File: src/rtl/shot_manager.sv
// Shot table for the asteroids game: spawns shots from the ship, moves them per frame, retires them.
// Define SHOT_WRAP_EN to wrap shots around the screen edges instead of retiring them there.
module shot_manager #(
    parameter int MAX_SHOTS   = 10,
    parameter int ENTITY_SIZE = 34,
    parameter int SHOT_SPEED  = 4,
    parameter int LIFETIME    = 60,
    parameter int COOLDOWN    = 8
) (
    input  logic                                   clk,
    input  logic                                   reset_n,
    input  logic                                   frame_tick,
    input  logic                                   fire,
    input  logic [ENTITY_SIZE-1:0]                 ship,
    input  logic                                   delete_shot,
    input  logic [9:0]                             shot_address,
    output logic [MAX_SHOTS-1:0][ENTITY_SIZE-1:0]  shots,
    output logic                                   fire_accepted,
    output logic [3:0]                             shot_count
);

    localparam logic [9:0] SPD   = 10'(SHOT_SPEED);
    localparam logic [9:0] X_LIM = 10'd320;
    localparam logic [9:0] Y_LIM = 10'd240;

    logic [MAX_SHOTS-1:0][ENTITY_SIZE-1:0] shots_nxt;
    logic [MAX_SHOTS-1:0]                  free_slots;
    logic [7:0]                            cool_q;
    logic [7:0]                            cool_nxt;
    logic [3:0]                            target;
    logic                                  found;
    logic                                  accept;
    logic [ENTITY_SIZE-1:0]                spawn_word;
    logic                                  unused_ship;

    assign unused_ship = ^{ship[ENTITY_SIZE-1:26], ship[5:3]};
    assign spawn_word  = ENTITY_SIZE'({8'(LIFETIME), ship[25:16], ship[15:6], 2'b00, ship[2:0], 1'b1});

    // One frame of motion for an active slot; returns all-zero when the shot retires.
    function automatic logic [ENTITY_SIZE-1:0] tick_slot(input logic [ENTITY_SIZE-1:0] w);
        logic [2:0] h;
        logic [9:0] x;
        logic [9:0] y;
        logic [7:0] rem;
        logic       off;
        h   = w[3:1];
        x   = w[15:6];
        y   = w[25:16];
        rem = w[33:26];
        off = 1'b0;
`ifdef SHOT_WRAP_EN
        if (h == 3'd1 || h == 3'd2 || h == 3'd3) x = (x + SPD >= X_LIM) ? x + SPD - X_LIM : x + SPD;
        if (h >= 3'd5)                           x = (x < SPD) ? x + X_LIM - SPD : x - SPD;
        if (h >= 3'd3 && h <= 3'd5)              y = (y + SPD >= Y_LIM) ? y + SPD - Y_LIM : y + SPD;
        if (h == 3'd0 || h == 3'd1 || h == 3'd7) y = (y < SPD) ? y + Y_LIM - SPD : y - SPD;
`else
        if (h == 3'd1 || h == 3'd2 || h == 3'd3) x = x + SPD;
        if (h >= 3'd5)                           x = x - SPD;
        if (h >= 3'd3 && h <= 3'd5)              y = y + SPD;
        if (h == 3'd0 || h == 3'd1 || h == 3'd7) y = y - SPD;
        off = (x >= X_LIM) || (y >= Y_LIM);
`endif
        if (rem == 8'd1 || off)
            tick_slot = '0;
        else
            tick_slot = ENTITY_SIZE'({rem - 8'd1, y, x, 2'b00, h, 1'b1});
    endfunction

    // A slot targeted by a delete this cycle is not offered to a spawn.
    always_comb begin
        free_slots = '0;
        for (int i = 0; i < MAX_SHOTS; i++)
            free_slots[i] = !shots[i][0] && !(delete_shot && shot_address == 10'(i));
    end

    always_comb begin
        found  = 1'b0;
        target = '0;
        for (int i = 0; i < MAX_SHOTS; i++) begin
            if (free_slots[i] && !found) begin
                found  = 1'b1;
                target = 4'(i);
            end
        end
    end

    always_comb begin
        shots_nxt = shots;
        cool_nxt  = cool_q;
        accept    = fire && (cool_q == 8'd0) && found;
        for (int i = 0; i < MAX_SHOTS; i++) begin
            if (delete_shot && shot_address == 10'(i))
                shots_nxt[i] = '0;
            else if (frame_tick && shots[i][0])
                shots_nxt[i] = tick_slot(shots[i]);
            if (accept && target == 4'(i))
                shots_nxt[i] = spawn_word;
        end
        if (accept)
            cool_nxt = 8'(COOLDOWN);
        else if (frame_tick && cool_q != 8'd0)
            cool_nxt = cool_q - 8'd1;
    end

    always_ff @(posedge clk) begin
        if (!reset_n) begin
            shots         <= '0;
            cool_q        <= '0;
            fire_accepted <= 1'b0;
        end else begin
            shots         <= shots_nxt;
            cool_q        <= cool_nxt;
            fire_accepted <= accept;
        end
    end

    always_comb begin
        shot_count = '0;
        for (int i = 0; i < MAX_SHOTS; i++)
            shot_count = shot_count + {3'b000, shots[i][0]};
    end

endmodule

File: config.mk
export PLATFORM = sky130hd
export DESIGN_NAME = shot_manager
export DESIGN_NICKNAME = d
export VERILOG_FILES = /design/src/rtl/shot_manager.sv
export SDC_FILE = /design/constraint.sdc
export NUM_CORES = 1
export LEC_CHECK = 0
export CORE_MARGIN = 5
export CORE_UTILIZATION = 40
export CTS_CLUSTER_DIAMETER = 100
export DETAILED_ROUTE_END_ITERATION = 6
export PLACE_DENSITY = 0.6
export SETUP_SLACK_MARGIN = 0.3
export SLEW_MARGIN = 30
export SYNTH_ARGS = -nofsm -noshare
export SYNTH_HDL_FRONTEND = slang
export SYNTH_SLANG_ARGS = --single-unit
File: constraint.sdc
create_clock -name clk -period 7.1 [get_ports clk]
set_input_delay 1.42 -clock clk [delete_from_list [all_inputs] [get_ports clk]]
set_output_delay 1.42 -clock clk [all_outputs]
set_load 0.05 [all_outputs]
**Word-level counts from Yosys, hierarchy flattened**

Index checks and enable logic that the tools add are counted.
W data, S select, Z words.

- Flip-flop bits (word level): 349
- Input bits: 49
- Output and inout bits: 345
- Word-level logic and storage cells: 600

- $add $sub $neg: 60
- $lt $le $gt $ge: 50
- Eq/ne operators: 68
- Multiplexer cells: 181
- Bitwise operators: 1
- Reductions and logical operators: 207

Operator list:

| operator | count |
|---|---|
| $mux W10 | 120 |
| $mux W32 | 30 |
| $mux W34 | 10 |
| $add A10 B3 Y10 const B | 20 |
| $sub A10 B3 Y10 const B | 20 |
| $ge A10 B8 Y1 const B | 10 |
| $ge A10 B9 Y1 const B | 10 |
| $sub A8 B1 Y8 const B | 11 |
| $eq A8 B1 Y1 const B | 10 |
| $logic_and A1 B1 Y1 | 62 |
| $eq A3 B2 Y1 const B | 20 |
| $logic_or A1 B1 Y1 | 60 |
| $reduce_bool A3 Y1 | 20 |
| $eq A10 B3 Y1 const B | 4 |
| $mux W4 | 10 |
| $eq A3 B1 Y1 const B | 10 |
| $eq A3 B3 Y1 const B | 10 |
| $ge A3 B2 Y1 const B | 10 |
| $ge A3 B3 Y1 const B | 10 |
| $le A3 B3 Y1 const B | 10 |
| $logic_not A3 Y1 | 10 |
| $reduce_or A3 Y1 | 10 |
| $logic_not A1 Y1 | 29 |
| $add A4 B1 Y4 | 6 |
| 19 further kinds | 45 |

**Logic depth before layout (Yosys ltp)**

Gate-level depths: netlist of run 1.

- Depth after elaboration: 36
- Mapped depth: 17
- Gate-level depth less buffers: 13

**Worst setup path after synthesis of run 1**

No wires, ideal clock.

- Path kind: flip-flop to output port
- Start: register shots[170] (netlist name)
- End: output shot_count[2]
- Arrival: 3,734 ps
- Data required time: 5,680 ps
- Path slack: 1,946 ps
- Cell stages (with the launch flop): 10
- Buffers on the path: 0
- Cell sequence: dfxtp_1 > inv_1 > fa_1 > fa_1 > fa_1 > inv_1 > ha_1 > inv_1 > fa_1 > xnor2_1

- Cells in the longest elaborated chain, start to end: 5

Ends and longest elaborated chain:

| element | RTL line | text |
|---|---|---|
| from (decl) | 17 | `output logic [MAX_SHOTS-1:0][ENTITY_SIZE-1:0] shots,` |
| from (signal assigned) | 111 | `shots <= shots_nxt;` |
| $add A4 B1 Y4 (5 in series) | 120 | `shot_count = shot_count + {3'b000, shots[i][0]};` |
| to (decl) | 19 | `output logic [3:0] shot_count` |

No other way between the ends.

**Final worst setup path of run 1**

- Start: register shots[34] (netlist name)
- End: output shot_count[2]

- Cells in the longest elaborated chain, start to end: 9

Ends and longest elaborated chain:

| element | RTL line |
|---|---|
| $add A1 B1 Y2 | 120 |
| $add A2 B1 Y3 | 120 |
| $add A3 B1 Y4 | 120 |
| $add A4 B1 Y4 (6 in series) | 120 |

No other way between the ends.

==> results of run 1 <==
## cell usage after synthesis (14+ instances only)
cell type / instances / area [um2]
mux2i_1: 63 / 631
buf_2: 25 / 125
a31oi_1: 68 / 425
or2_2: 27 / 169
and2_1: 39 / 244
nand4_1: 30 / 188
o211ai_1: 33 / 248
clkbuf_1: 176 / 661
and3_1: 42 / 263
dfxtp_1: 329 / 6590
nor3b_1: 14 / 105
o22ai_1: 18 / 113
nand2b_1: 34 / 213
or3_1: 41 / 257
a21oi_1: 158 / 791
nand3b_1: 27 / 203
nand3_1: 141 / 706
nor2b_1: 36 / 225
xnor2_1: 124 / 1090
nor2_1: 256 / 961
o21ai_0: 158 / 791
inv_1: 84 / 315
xor2_1: 59 / 517
or4_1: 18 / 135
nand4b_1: 17 / 149
a22oi_1: 45 / 338
a211oi_1: 37 / 278
nor4_1: 53 / 332
a22o_1: 58 / 508
nor3_1: 118 / 591
nand2_1: 291 / 1090
ha_1: 64 / 801
buf_1: 22 / 82.6
a221oi_1: 25 / 219
buf_4: 21 / 158
## routing by layer
layer	GRT usage	vias to the layer above	wire [um]
met4	0.0839	4	2730
met3	0.0594	154	7880
met2	0.440	996	41900
li1	-	11600	-
met5	0	-	26
met1	0.371	12000	39300
## per-stage QoR
step / hold slack, ps / cell area, um2 / setup slack [ps] / total power, uW
after floorplan: 485 / 23300 / 1950 / 3120
after global placement: 449 / 27200 / 1240 / 3570
after detailed placement: 457 / 27200 / 1090 / 3600
final: 472 / 28800 / 1120 / 5980
after global routing: 490 / 28800 / 916 / 6210
after CTS: 474 / 28700 / 1100 / 6000
## logic make-up after synthesis
| kind of cell | count (synthesis) |
|---|---|
| flops | 329 |
| fa+ha+maj | 70 |
| buf+inv | 333 |
| other cells | 1 |
| compound gates | 798 |
| mux | 70 |
| xor+xnor | 183 |
| simple gates | 1253 |
## cell type report
type | instances | share of cell area
repair buffers | 414 | 0.139
multi-input cells | 2394 | 0.534
clock inverters | 19 | 0.0122
inverters | 84 | 0.0111
flip-flops and latches | 329 | 0.229
well taps | 765 | 0.0333
clock buffers | 56 | 0.0412
## report_power, final
group / internal (uW) / switching (uW)
logic: 501 / 963
clock network: 1530 / 872
registers: 1940 / 176
total: 3970 / 2010
## path summary, 6_finish.rpt
path                                      end  slack, ps  cells past startpoint
worst min-delay path               shots[119]        470                      2
worst max-delay path            shot_count[2]       1120                     10
worst max register to register      shots[82]       2360                     13
worst min register to register     shots[119]        470                      2
## worst max-delay path, delay by kind of cell, from the launching register on
family                   cells  cell delay (ps)
XOR/XNOR                     1              350
adder cells (fa/ha/maj)      5             1930
buffers and inverters        4             1110
flip-flops                   1              610
## registers in the layout (all words and copies together), names as in the netlist
name and cells:
cool_q 8, fire_accepted 1, shots 320
==> impl_metrics.toml, run 1 <==
[outcome]
outcome = "complete, no violations"

[sta]
period_share = 0.842
rsz0062_at_grt = "false"
slew_viol_final = 0
layout_min_cycle_time_ps = 5980
hold_viol_final = 0
setup_viol = 0
relSlewSlack = 0.289
finClkSkew_ps = 22.1
tightest_slew_ps = 1070
fmax_mhz = 167
setup_tns_ps = 0

[grt]
overflow = 0
grt_pass1_wl_um = 139000
track_usage = 0.274
grt_pass1_vias = 23100
grt_max_degree = 69
antenna_found_initial = 5

[final_layout]
drive_gt1_frac = 0.0652
layout.cells.most_common_list = "359 x clkdlybuf4s50_1, 329 x dfxtp_1, 291 x nand2_1, 253 x nor2_1, 157 x o21ai_0"
finish.utilization = 0.499
area_growth_pct = 24.0
antennaDiodeCount = 0
seqCellArea_mm2 = 0.00659
layout.cells.non_filler = 4061
fill_cells = 5586
final_common_cell = "clkdlybuf4s50_1"
multi_input_area_mm2 = 0.0154
nets = 3383

[power]
p_per_area_mw_per_mm2 = 208
irDropWorstVdd_mv = 0.142
p_leak_uw = 0.0101

[placement]
place_inst = 3985
numPortBuffers = 362
gp_congestion = 0.909
post-dp-hpwl_um = 64900

[clock_tree]
cts-root-buf = "clkbuf_16"
clockBufferDepth = 3
clk_latency_ps = 570
cts_tree = "done"
h-tree-depth = 2
cts_sinks = 329
holdBufCountCts = 0
cts_setup_buffers = 0
clkTransAtPathRegs_ps = 60
cts_resized = 0
cts_made_buffers = 41

[worst_setup_path]
cp_cell_sequence = "fa_1 -> inv_1 -> fa_1 -> fa_1 -> inv_1 -> ha_1 -> inv_1 -> fa_1 -> xnor2_1 -> clkdlybuf4s50_1"
worstPathRequired_ps = 5680
endpoint_kind = "primary output"
worstSetupStartpointType = "flop"
r2r_start = "shots[70]"
cp-startpoint = "shots[34]"
slowest_delay_ps = 900
cp_common_cell = "fa_1"
crit_arrival_ps = 4560
crit_fanout = 9
cp_slowest_cell = "clkdlybuf4s50_1"
path_class = "reg2out"

[floorplanning]
start_util = 0.403
die-area_mm2 = 0.0629
rows = 88
io_pins = 394
coreArea_mm2 = 0.0576
die_x_um = 251
dieHeight_um = 251

[yosys]
syn_inst = 3037
ys.flop_type = "dfxtp_1"
synth-seq-area-share = 0.284
synth_top_family_by_area = "simple AND/OR/NAND/NOR gates"
syn_area_mm2 = 0.0232
async_reset_ff_frac = 0
synthMuxAreaShare = 0.0306
synth-edff-count = 0
synth_seq_cells = 329
ys_types = 101
synth_warnings = 0
synthAdderAreaFrac = 0.0397
yosys.area_share.simple = 0.281
post_synth_xor_area_fraction = 0.0691
synth_compound_area_frac = 0.235
synth_area_per_cell_um2 = 7.64

[route]
vias_per_cell = 6.08
dr.pass1.iters = 5
drtAntennaViolNets = 0
drtIter0Drc = 2168
drc = 0
wirelength_um = 91900
wl_per_cell_um = 22.6
via_count = 24700

[worst_hold_path]
hp-start = "shots[119]"
hp-class = "reg2reg"

[job]
drv_cap = 0
No activity file was read; power rests on OpenSTA's default activity.
==> inputs of run 2 (changes only) <==
clock period = 6.14 ns   (was 7.1 ns; I/O delays follow)
==> impl_metrics.toml, run 2 (synthesized netlist as in run 1, its figures left out) <==
[outcome]
outcome = "complete, no violations"

[job]
drv_cap = 0

[worst_hold_path]
hp-class = "reg2reg"

[worst_setup_path]
worstPathRequired_ps = 4910
path_delay_family = "adder cells"
r2r_start = "shots[36]"
slowest_delay_ps = 800
r2r_setup_slack_ps = 1460
reg2reg_depth = 14
cp_slowest_cell = "clkdlybuf4s50_1"
worstSetupStartpointType = "flop"
cp_cell_sequence = "inv_1 -> fa_1 -> fa_1 -> fa_1 -> inv_1 -> ha_1 -> inv_1 -> fa_1 -> inv_1 -> clkdlybuf4s50_1"
cp-startpoint = "shots[238]"
crit_fanout = 7
crit_buf_inv = 5
crit-reg2reg-capture = "shots[34]"
crit_arrival_ps = 4310
crit_cells = 10
endpoint_kind = "primary output"
path_class = "reg2out"
cp-endpoint = "shot_count[1]"

[placement]
pre_cts_ws_ps = 750
post-dp-hpwl_um = 65100
numPortBuffers = 362
gp_congestion = 0.919

[clock_tree]
clk_latency_ps = 570
holdBufCountCts = 0
cts-root-buf = "clkbuf_16"
h-tree-depth = 2
clkTransAtPathRegs_ps = 50
cts_sinks = 329
cts_setup_buffers = 0
cts_made_buffers = 41
cts_tree = "done"
clockBufferDepth = 3

[final_layout]
layout.cells.most_common_list = "358 x clkdlybuf4s50_1, 329 x dfxtp_1, 291 x nand2_1, 253 x nor2_1, 158 x o21ai_0"
largestRegisters = "shots: 320 flops, cool_q: 8 flops, fire_accepted: 1 flops"
largest_reg_flops = 320
area_growth_pct = 23.6
largest_register = "shots"
final_common_cell = "clkdlybuf4s50_1"
nets = 3401
drive_gt1_frac = 0.0686

[grt]
track_usage = 0.276
grt_pass1_wl_um = 140000
antenna_found_initial = 6
overflow = 0
grt_pass1_vias = 23000
grt_max_degree = 123

[sta]
final_critical_path_setup_slack_ps = 606
relSlewSlack = 0.349
setup_tns_ps = 0
layout_min_cycle_time_ps = 5530
tightest_slew_ps = 974
setup_viol = 0
rsz0062_at_grt = "false"
hold_viol_final = 0
period_share = 0.901
slew_viol_final = 0
finClkSkew_ps = 23.7
fmax_mhz = 181

[power]
p_sw_uw = 2300
p_clk_frac = 0.368
p_leak_uw = 0.0101
irDropWorstVdd_mv = 0.160
p_int_uw = 4260
seqPwrFrac = 0.372
p_per_area_mw_per_mm2 = 229
p_comb_frac = 0.260
switching_share = 0.350

[floorplanning]
start_util = 0.403
io_pins = 394
die-area_mm2 = 0.0629
rows = 88
dieHeight_um = 251
die_x_um = 251
coreArea_mm2 = 0.0576

[route]
vias_per_cell = 6.09
dr.pass1.iters = 7
wirelength_um = 92400
drc = 0
drtIter0Drc = 2290
drtAntennaViolNets = 0
wl_per_cell_um = 22.7
via_count = 24800
==> run 2: cell count changes in the layout (fill, tap and decap cells not counted), sizes merged <==
cell           previous run  this run
bufinv                   10         2
clkbuf                   56        61
clkinv                    7         8
diode                     0         1
inv                      85        84
clkdlybuf4s50           359       358
buf                      55        73
dlymetal6s2s              0         1
==> run 2: cell type report <==
class	count	area, um2
Sequential cell	329	6590
Multi-Input combinational cell	2394	15300
Inverter	84	318
Antenna cell	1	2.50
Clock inverter	11	108
Fill cell	5530	28900
Clock buffer	61	1200
Timing Repair Buffer	432	4160
Tap cell	765	957
==> run 2: through the flow <==
step	cells	power [uW]	utilization	area, um2	hold WS (ps)
2_1_floorplan	3056	3610	-	23300	485
3_3_place_gp	4003	4150	0.474	27300	449
3_5_place_dp	4004	4170	0.475	27300	453
4_1_cts	4076	6580	0.498	28700	471
5_1_grt	4076	6830	0.498	28700	484
6_report	4077	6560	0.498	28700	470
==> run 2: what timing repair did <==
item	CTS	global route
setup endpoints to repair	0	1
resized for setup	0	1
endpoints found under the hold margin	0	0
==> run 2: worst min path at each step <==
stage / startpoint / end / slack [ps] / cells after the start
floorplan: cool_q[7] / cool_q[7] / 490 / 2
global placement: shots[119] / shots[119] / 450 / 2
detailed placement: shots[85] / shots[85] / 450 / 1
CTS: shots[85] / shots[85] / 470 / 1
global route: shots[221] / shots[221] / 480 / 1
finish: shots[85] / shots[85] / 470 / 1
==> run 2: layer usage <==
metal	vias up	global-route usage	routed length, um
met4	4	0.0855	3000
li1	11600	-	-
met5	-	0	25
met1	12000	0.379	39900
met2	1035	0.442	42200
met3	150	0.0506	7300
==> run 2: power by group through the flow <==
stage,combinational (uW),clock (uW),sequential [uW]
2_1_floorplan,928,0,2680
4_1_cts,1700,2450,2440
6_report,1710,2410,2440
5_1_grt,1840,2530,2460
3_5_place_dp,1690,0,2480
3_3_place_gp,1670,0,2480
==> run 2: worst register-to-register path, cell delays in order, from the launching register on <==
cell	delay, ps
dfxtp_1	510
nor2_1	800
nor2_1	190
mux2i_1	250
ha_1	260
nor4b_1	500
o211ai_1	180
o21ba_2	240
nor4_1	360
o21ai_0	160
buf_4	200
nor3_1	350
buf_4	290
a211oi_1	90
nor2_1	210
==> inputs of run 3 (changes only) <==
HOLD_SLACK_MARGIN = 0.05   (was unset)
==> results of run 3 <==
Final layout, timing and power as in run 2 (identical DEF).
